--- src/rtl/if_pkg.sv ---
// Shared types and constants for the instruction-fetch sequencer.
package if_pkg;

  localparam int XLEN_DEFAULT = 32;
  localparam logic [31:0] NOP_INSTR = 32'h00000013;

  typedef enum logic [1:0] {
    IDLE = 2'd0,
    RUN  = 2'd1,
    HOLD = 2'd2
  } fetch_state_e;

endpackage

--- src/rtl/fetch_skid_buf.sv ---
// One-entry {instr, pc} skid register that captures the presented instruction
// when decode stalls, so the memory can keep streaming behind it.
module fetch_skid_buf #(
  parameter int XLEN = 32
) (
  input  logic            clock,
  input  logic            reset_n,
  input  logic            load,
  input  logic            clear,
  input  logic [31:0]     in_instr,
  input  logic [XLEN-1:0] in_pc,
  output logic [31:0]     instr,
  output logic [XLEN-1:0] pc,
  output logic            full
);

  logic            full_q, full_d;
  logic [31:0]     instr_q, instr_d;
  logic [XLEN-1:0] pc_q, pc_d;

  // Clear wins over load: a redirect must drop whatever is being captured.
  always_comb begin
    full_d  = full_q;
    instr_d = instr_q;
    pc_d    = pc_q;
    if (clear) begin
      full_d = 1'b0;
    end else if (load) begin
      full_d  = 1'b1;
      instr_d = in_instr;
      pc_d    = in_pc;
    end
  end

  always_ff @(posedge clock or negedge reset_n) begin
    if (!reset_n) begin
      full_q <= 1'b0;
    end else begin
      full_q <= full_d;
    end
  end

  always_ff @(posedge clock) begin
    instr_q <= instr_d;
    pc_q    <= pc_d;
  end

  assign instr = instr_q;
  assign pc    = pc_q;
  assign full  = full_q;

endmodule

--- src/rtl/if_fetch_sequencer.sv ---
// IF-stage sequencer: owns the PC, drives a synchronous-read imem, and delivers a
// valid/ready stream with a 1-entry skid. Optional IF_PERF_CNT_EN adds perf counters.
module if_fetch_sequencer
  import if_pkg::*;
#(
  parameter int              XLEN       = XLEN_DEFAULT,
  parameter logic [XLEN-1:0] RESET_PC   = '0,
  parameter int              IMEM_BYTES = 128
) (
  input  logic            clock,
  input  logic            reset_n,
  output logic [XLEN-1:0] imem_addr,
  input  logic [31:0]     imem_rdata,
  output logic            if_valid,
  output logic [31:0]     if_instr,
  output logic [XLEN-1:0] if_pc,
`ifdef IF_PERF_CNT_EN
  output logic [31:0]     perf_fetch_cnt,
  output logic [31:0]     perf_stall_cnt,
`endif
  input  logic            id_ready,
  input  logic            redirect_valid,
  input  logic [XLEN-1:0] redirect_pc
);

  localparam logic [XLEN-1:0] ADDR_MASK = XLEN'(IMEM_BYTES - 1);
  localparam logic [XLEN-1:0] PC_STEP   = XLEN'(4);

  fetch_state_e    state_q, state_d;
  logic [XLEN-1:0] pc_q, pc_d;
  logic [XLEN-1:0] req_pc_q, req_pc_d;
  logic            rsp_v_q, rsp_v_d;

  logic            skid_load, skid_clear, skid_full;
  logic [31:0]     skid_instr;
  logic [XLEN-1:0] skid_pc;

  logic            unused_redirect_lsbs;
  assign unused_redirect_lsbs = ^redirect_pc[1:0];

  fetch_skid_buf #(.XLEN(XLEN)) u_skid (
    .clock    (clock),
    .reset_n  (reset_n),
    .load     (skid_load),
    .clear    (skid_clear),
    .in_instr (if_instr),
    .in_pc    (if_pc),
    .instr    (skid_instr),
    .pc       (skid_pc),
    .full     (skid_full)
  );

  assign imem_addr = pc_q & ADDR_MASK;

  // Outputs depend only on registered state (imem_rdata is itself a register).
  always_comb begin
    if_valid = 1'b0;
    if_instr = NOP_INSTR;
    if_pc    = req_pc_q;
    case (state_q)
      RUN: begin
        if_valid = rsp_v_q;
        if_instr = rsp_v_q ? imem_rdata : NOP_INSTR;
      end
      HOLD: begin
        if_valid = skid_full;
        if_instr = skid_instr;
        if_pc    = skid_pc;
      end
      default: ;
    endcase
  end

  // Redirect has top priority; in HOLD the imem address is frozen on pc_q, so
  // imem_rdata already holds instr(pc_q) when the skid drains.
  always_comb begin
    state_d    = state_q;
    pc_d       = pc_q;
    req_pc_d   = req_pc_q;
    rsp_v_d    = rsp_v_q;
    skid_load  = 1'b0;
    skid_clear = 1'b0;
    if (redirect_valid) begin
      pc_d       = {redirect_pc[XLEN-1:2], 2'b00};
      rsp_v_d    = 1'b0;
      skid_clear = 1'b1;
      state_d    = RUN;
    end else begin
      case (state_q)
        IDLE: begin
          req_pc_d = pc_q;
          pc_d     = pc_q + PC_STEP;
          rsp_v_d  = 1'b1;
          state_d  = RUN;
        end
        RUN: begin
          if (if_valid && !id_ready) begin
            skid_load = 1'b1;
            state_d   = HOLD;
          end else begin
            req_pc_d = pc_q;
            pc_d     = pc_q + PC_STEP;
            rsp_v_d  = 1'b1;
          end
        end
        HOLD: begin
          if (id_ready) begin
            skid_clear = 1'b1;
            req_pc_d   = pc_q;
            pc_d       = pc_q + PC_STEP;
            rsp_v_d    = 1'b1;
            state_d    = RUN;
          end
        end
        default: state_d = IDLE;
      endcase
    end
  end

  always_ff @(posedge clock or negedge reset_n) begin
    if (!reset_n) begin
      state_q  <= IDLE;
      pc_q     <= RESET_PC;
      req_pc_q <= '0;
      rsp_v_q  <= 1'b0;
    end else begin
      state_q  <= state_d;
      pc_q     <= pc_d;
      req_pc_q <= req_pc_d;
      rsp_v_q  <= rsp_v_d;
    end
  end

`ifdef IF_PERF_CNT_EN
  function automatic logic [31:0] sat_inc(input logic [31:0] v, input logic en);
    return (en && (v != 32'hFFFF_FFFF)) ? v + 32'd1 : v;
  endfunction

  logic [31:0] perf_fetch_cnt_q, perf_fetch_cnt_d;
  logic [31:0] perf_stall_cnt_q, perf_stall_cnt_d;

  always_comb begin
    perf_fetch_cnt_d = sat_inc(perf_fetch_cnt_q, if_valid & id_ready);
    perf_stall_cnt_d = sat_inc(perf_stall_cnt_q, if_valid & ~id_ready);
  end

  always_ff @(posedge clock or negedge reset_n) begin
    if (!reset_n) begin
      perf_fetch_cnt_q <= '0;
      perf_stall_cnt_q <= '0;
    end else begin
      perf_fetch_cnt_q <= perf_fetch_cnt_d;
      perf_stall_cnt_q <= perf_stall_cnt_d;
    end
  end

  assign perf_fetch_cnt = perf_fetch_cnt_q;
  assign perf_stall_cnt = perf_stall_cnt_q;
`endif

endmodule

--- config.mk ---
export PLATFORM = sky130hd
export DESIGN_NAME = if_fetch_sequencer
export DESIGN_NICKNAME = d
export VERILOG_FILES = /design/src/rtl/if_pkg.sv /design/src/rtl/fetch_skid_buf.sv /design/src/rtl/if_fetch_sequencer.sv
export SDC_FILE = /design/constraint.sdc
export NUM_CORES = 1
export LEC_CHECK = 0
export ABC_CLOCK_PERIOD_IN_PS = 5200
export BUFFER_PORTS_ARGS = -buffer_cell sky130_fd_sc_hd__buf_4
export CORE_AREA = 8 8 111 123
export CTS_BUF_LIST = sky130_fd_sc_hd__clkbuf_8
export CTS_CLUSTER_DIAMETER = 200
export CTS_CLUSTER_SIZE = 24
export DETAILED_ROUTE_END_ITERATION = 7
export DIE_AREA = 0 0 119 131
export GPL_TIMING_DRIVEN = 0
export PLACE_DENSITY_LB_ADDON = 0.15
export SLEW_MARGIN = 10
export SYNTH_ARGS = -nofsm -noshare
export SYNTH_HDL_FRONTEND = slang
export SYNTH_SLANG_ARGS = --single-unit
--- constraint.sdc ---
create_clock -name clock -period 5.2 [get_ports clock]
set_clock_uncertainty 0.1 [all_clocks]
set_input_delay 1.04 -clock clock [delete_from_list [all_inputs] [get_ports clock]]
set_output_delay 1.04 -clock clock [all_outputs]
set_load 0.005 [all_outputs]
[After elaboration in Yosys (flattened, before gate mapping)]
Index checks and enable logic that the tools add are counted.
Word-level totals
  input bits: 68
  word-level logic and storage cells: 54
  register bits: 132
  output and inout port bits: 97
Cells by class
  $add $sub $neg: 1
  reductions and logical operators: 10
  multiplexer cells: 27
  bitwise logic cells: 2
  eq/ne operators: 7
Operators with widths (count)
  32-bit 2-to-1 mux: 7
  32-bit one-hot mux with 3 select lines: 2
  32-bit one-hot mux with 2 select lines: 1
  32-bit by 3-bit adder with 32-bit output (second input constant): 1
  1-bit 2-to-1 mux: 11
  3-bit != test (second input constant): 3
  2-bit 2-to-1 mux: 3
  2-bit one-hot mux with 3 select lines: 1
  2-bit != test (second input constant): 2
  2-bit AND reduction: 2
  4-bit AND reduction: 1
  4-bit nonzero test: 1
  1-bit one-hot mux with 3 select lines: 1
  3-bit AND reduction: 1
  3-bit nonzero test: 1
  2-bit by 1-bit equality test with 1-bit output (second input constant): 1
  2-bit equality test (second input constant): 1
  2-bit zero test: 1
  1-bit inverter: 2
  1-bit one-hot mux with 2 select lines: 1
  2-bit nonzero test: 1
  1-bit logical AND: 1
  1-bit zero test: 1

[Longest topological paths before layout]
  word-level depth: 8
  depth in mapped cells: 9
  depth with buffers taken out: 7

[Hierarchy]
A second synthesis with hierarchy kept.
Second synthesis, totals
  cell total of the unflattened synthesis: 529
  area total of the unflattened synthesis: 6282.3 µm²
By module, submodules not included
  if_fetch_sequencer: area an instance 4319.1 µm², cells an instance 462, seq. area each 1576.5 µm², instances 1
  fetch_skid_buf: area an instance 1963.1 µm², cells an instance 67, seq. area each 1946.9 µm², instances 1

[Least setup slack after synthesis]
No wires, ideal clock.
  path kind: input port to flip-flop
  from: input port redirect_valid
  to: register u_skid.instr_q[0] (netlist: u_skid.instr[0]), enable pin
  library setup time: 0.486 ns
  arrival time: 4.324 ns
  required time: 4.614 ns
  setup slack: 0.290 ns
  buffers on the path: 3
  stages: 4
  cell sequence: clkbuf_1 clkbuf_1 clkbuf_1 nor2_1
On the way
  cells in the longest elaborated chain, start to end: 3
  elaborated cells on any way between the ends: 4
  those cells by class: mux (2); bitwise (1); reduce/logical (1)
RTL lines
  start: declaration: RTL line if_fetch_sequencer.sv:22  | input logic redirect_valid,
  1-bit 2-to-1 mux: RTL line if_fetch_sequencer.sv:83  | if (redirect_valid) begin
  1-bit inverter (no line)
  2-bit AND reduction (no line) *
  end signal: assignment: RTL line fetch_skid_buf.sv:44  | instr_q <= instr_d;
  end: declaration: RTL line fetch_skid_buf.sv:18  | logic [31:0] instr_q, instr_d;
Mark *: on every way between the ends. The rest lies on a longest branch, timed or not.
A chain may end at the register's enable or synchronous reset.

[Worst setup path in the final report]
  from: register state_q[0]
  to: output port if_pc[30]
On the way
  cells in the longest elaborated chain, start to end: 2
RTL lines
  start: declaration: RTL line if_fetch_sequencer.sv:29  | fetch_state_e state_q, state_d;
  start signal: assignment: RTL line if_fetch_sequencer.sv:127  | state_q <= state_d;
  2-bit equality test: RTL line if_fetch_sequencer.sv:60  | case (state_q)
  32-bit 2-to-1 mux: RTL line if_fetch_sequencer.sv:60
  end: declaration: RTL line if_fetch_sequencer.sv:16  | output logic [XLEN-1:0] if_pc,
Every way passes these cells.

==> summary.txt <==
Timing
  • RSZ-0062 raised after global routing: no
  • Setup TNS: 0 ns
  • Final worst path period share: about 77%
  • Measured slew at the worst slew-check pin: 0.8275 ns
  • Max frequency: 248.8 MHz
  • Final critical-path required period: 4.019 ns
  • Final Hold Vio Count: 0
  • Final slew viol count: 0
  • Slew HR: 44.84%
  • Final setup viols: 0
  • Final setup margin: around 1.2 ns

Critical path
  • Critical Path RT: approximately 4.1 ns
  • Critical path cell sequence: inv_1 -> ha_1 -> clkbuf_1 -> clkbuf_1 -> clkbuf_1 -> mux2_2 -> buf_4
  • Cells on worst reg2reg path: 8
  • Endpoint type of the worst setup path: output port
  • Worst path most repeated cell: clkbuf_1
  • Crit path max fanout: 10
  • Worst path slowest cell: clkbuf_1
  • Arrival time worst endpoint: 2.88 ns
  • Type of origin of the critical path: flip-flop
  • Slowest stage delay, CP: 0.52 ns
  • Setup Crit Path Kind: reg2out

Placed design
  • Buffers on Ports: about 130
  • Dpl ws: 1.630 ns
  • HPWL Detailed: 11620 um
  • Routability cong.: a little under 0.9
  • Cell Area, Placed: approximately 0.0076 mm2

Drt
  • Routed Antenna Nets: 0
  • Wire per inst: 17.55 um
  • Aggregate routed wire length: 15600 um
  • Via count: 4802
  • 1st-iter DRT viols: 300
  • First drt pass iteration count: 4
  • DRC viols: 0
  • Avg Vias per Cell: 5.402

Run status
  • Status: finished clean

Min path
  • Worst hold path cell count: 2
  • Min-delay worst type: reg2reg

Synthesis
  • Post-Synth XOR/XNOR Area: 1.831%
  • Yosys top cell area share: between 30% and 40%
  • Synth Warn #: 0
  • Seq/Total Area, Yosys: 56.66%
  • Largest family of logic cells by synthesized area: simple AND/OR/NAND/NOR gates
  • Cells after synthesis: 541
  • Post-Syn Area per Cell: 11.49 um2
  • Netlist cell types: 41
  • Top area cells in the synthesized netlist: edfxtp_1 31%, dfrtp_1 26%, mux2_2 11%, a22oi_1 4.1%, buf_4 3.9%
  • Post-synth EDFFs: 64
  • Commonest register cell after synthesis: edfxtp_1
  • Mapped Area: 0.006218 mm2
  • Synth cell count leaders: 64 x dfrtp_1, 64 x edfxtp_1, 58 x mux2_2
  • Synth async-reset ratio: 50.00%
  • Synth area leader: edfxtp_1
  • Mux cell area share after synthesis: 10.66%
  • Simple-gate share of the synthesized area: 13.90%
  • Adder-cell share of the synthesized area: 1.207%
  • FF+latch count, synth: 128
  • Area fraction in compound gates after synthesis: under 10%

Power and ir drop
  • Reg power frac: 37.9%
  • Psw: 0.001246 W
  • Switching Share: 32.42%
  • Cell area power density: 480.5 mW/mm2
  • Clock power share: roughly a quarter
  • Cell-internal power: 0.002596 W
  • Power Total: 0.003842 W
  • Peak VDD IR: around 0.25 mV
  • Leak: 3.283 nW
  • Comb power frac: 38.5%

Global route
  • Largest net degree at the start of global routing: 65
  • Antenna violations before repair: 0
  • GRT overflow: 0
  • Vias in the first global route: 4975
  • GRT Util Overall: 20.08%
  • First-pass GRT wire length: 24700 um

Clock network
  • Clock Latency Late Sink: roughly 0.45 ns
  • Clock buffer count from CTS: 17
  • Max Root-Sink Buffers: 2
  • # resized after CTS: 0
  • Number of clock sinks: 128
  • Clock transition at path regs: 0.07 ns
  • CTS tree: done
  • Cts hold-fix bufs: 0
  • CTS root buffer: clkbuf_8
  • CTS HTree Levels: 4
  • Setup repair bufs after CTS: 0

Finish
  • Fin area: approximately 0.0080 mm2
  • # fillers: approximately 910
  • Final net count: 796
  • Final Util: 68.23%
  • Layout cells sized above 1: 35.92%
  • ANT cells: 0
  • Area Overhead vs Synth: 28.57%

Die
  • Die ar.: 0.01559 mm2
  • Core box area: between 0.01 and 0.015 mm2
  • Die W: ~120 um
  • Initial Utilization: 53.06%
  • Die Y-Extent: 131 um
  • Row count: 42
  • IO Pins: about 170

Run
  • Max Cap Viol: 0
[cell usage in the layout, fill, tap and decap left out, types with 2 or more instances in the layout]
| master | synthesis | routed |
|---|---|---|
| buf_4 | 32 | 166 |
| dfrtp_1 | 64 | 64 |
| edfxtp_1 | 64 | 64 |
| mux2_2 | 58 | 58 |
| nor2_1 | 51 | 50 |
| nand2_1 | 35 | 35 |
| a22oi_1 | 34 | 34 |
| clkbuf_1 | 30 | 30 |
| o21ai_0 | 28 | 28 |
| nand3_1 | 27 | 27 |
| conb_1 | 1 | 27 |
| clkbuf_8 | 0 | 18 |
| nor3_1 | 10 | 10 |
| or4_1 | 9 | 9 |
| o31ai_1 | 9 | 9 |
| a31oi_1 | 9 | 9 |
| inv_1 | 7 | 7 |
| nand4_1 | 7 | 7 |
| nor2b_1 | 7 | 7 |
| xnor2_1 | 7 | 7 |
| clkinv_2 | 0 | 7 |
| and2_1 | 6 | 6 |
| xor2_1 | 6 | 6 |
| ha_1 | 6 | 6 |
| or3_1 | 5 | 5 |
| a21oi_1 | 4 | 4 |
| bufinv_16 | 0 | 4 |
| nand3b_1 | 3 | 3 |
| nor4_1 | 3 | 3 |
| nand2b_1 | 2 | 2 |
| or2_2 | 2 | 2 |
| nor3b_1 | 2 | 2 |
| o311ai_0 | 2 | 2 |
| clkinv_1 | 0 | 2 |
| buf_16 | 0 | 2 |
[flip-flops by register name, summed over array words and instances, names as in the netlist]
| signal | flops |
|---|---|
| pc_q | 30 |
| u_skid.full | 1 |
| u_skid.instr | 32 |
| rsp_v_q | 1 |
| state_q | 2 |
| u_skid.pc | 32 |
| req_pc_q | 30 |
[layout make-up]
type	count	area, um2	area share (%)
flip-flops and latches	128	3523	44.07
multi-input cells	368	2405	30.08
clock buffers	18	247.7	3.099
clock inverters	14	170.2	2.128
plain buffers	64	369.1	4.617
repair buffers	136	1061	13.27
well taps	154	192.7	2.410
inverters	7	26.28	0.3286
[worst max-delay path, delay by kind of cell, from the launching register on]
family,cells,cell delay (ns)
fa+ha+maj,1,0.15
buf+inv,5,1.43
flops,1,0.42
mux,1,0.41
[cells by family after synthesis]
| kind of cell | after synthesis |
|---|---|
| simple gates | 174 |
| other cells | 1 |
| compound gates | 89 |
| xor+xnor | 13 |
| fa+ha+maj | 6 |
| buf+inv | 71 |
| mux | 59 |
| flops | 128 |
[routing by layer]
metal  part of all wire (%)  wire length (um)  vias to the layer above  track usage [%]
met4                    2.0               310                        0            8.935
li1                       -                 -                     2292                -
met1                     41              6358                     2337            23.66
met5                      0                 0                        -                0
met3                    5.5               858                       24            5.415
met2                     52              8072                      149            34.01
[per-stage QoR]
| stage | instances | hold slack [ns] |
|---|---|---|
| 6_report | 889 | 0.3839 |
| 3_5_place_dp | 857 | 0.3712 |
| 2_1_floorplan | 567 | 0.3460 |
| 4_1_cts | 889 | 0.3870 |
| 3_3_place_gp | 855 | 0.3666 |
| 5_1_grt | 889 | 0.4111 |
[final timing paths]
| kind | to | slack (ns) | from |
|---|---|---|---|
| min reg2reg | req_pc_q[22] | 0.38 | req_pc_q[22] |
| max in group asynchronous | req_pc_q[5] | 3.87 | reset_n |
| max reg2reg | pc_q[29] | 2.12 | state_q[0] |
| min in group asynchronous | req_pc_q[29] | 0.58 | reset_n |
| min | req_pc_q[22] | 0.38 | req_pc_q[22] |
| max | if_pc[30] | 1.18 | state_q[0] |
[power groups by stage]
stage	clock (W)	sequential (W)	combinational, W
2_1_floorplan	0	0.00143	0.000841
3_3_place_gp	0	0.00147	0.00145
3_5_place_dp	0	0.00148	0.00149
4_1_cts	0.000925	0.00145	0.00150
5_1_grt	0.000968	0.00148	0.00164
6_report	0.000906	0.00146	0.00148
Note: power is estimated with default switching activity, not from simulation.
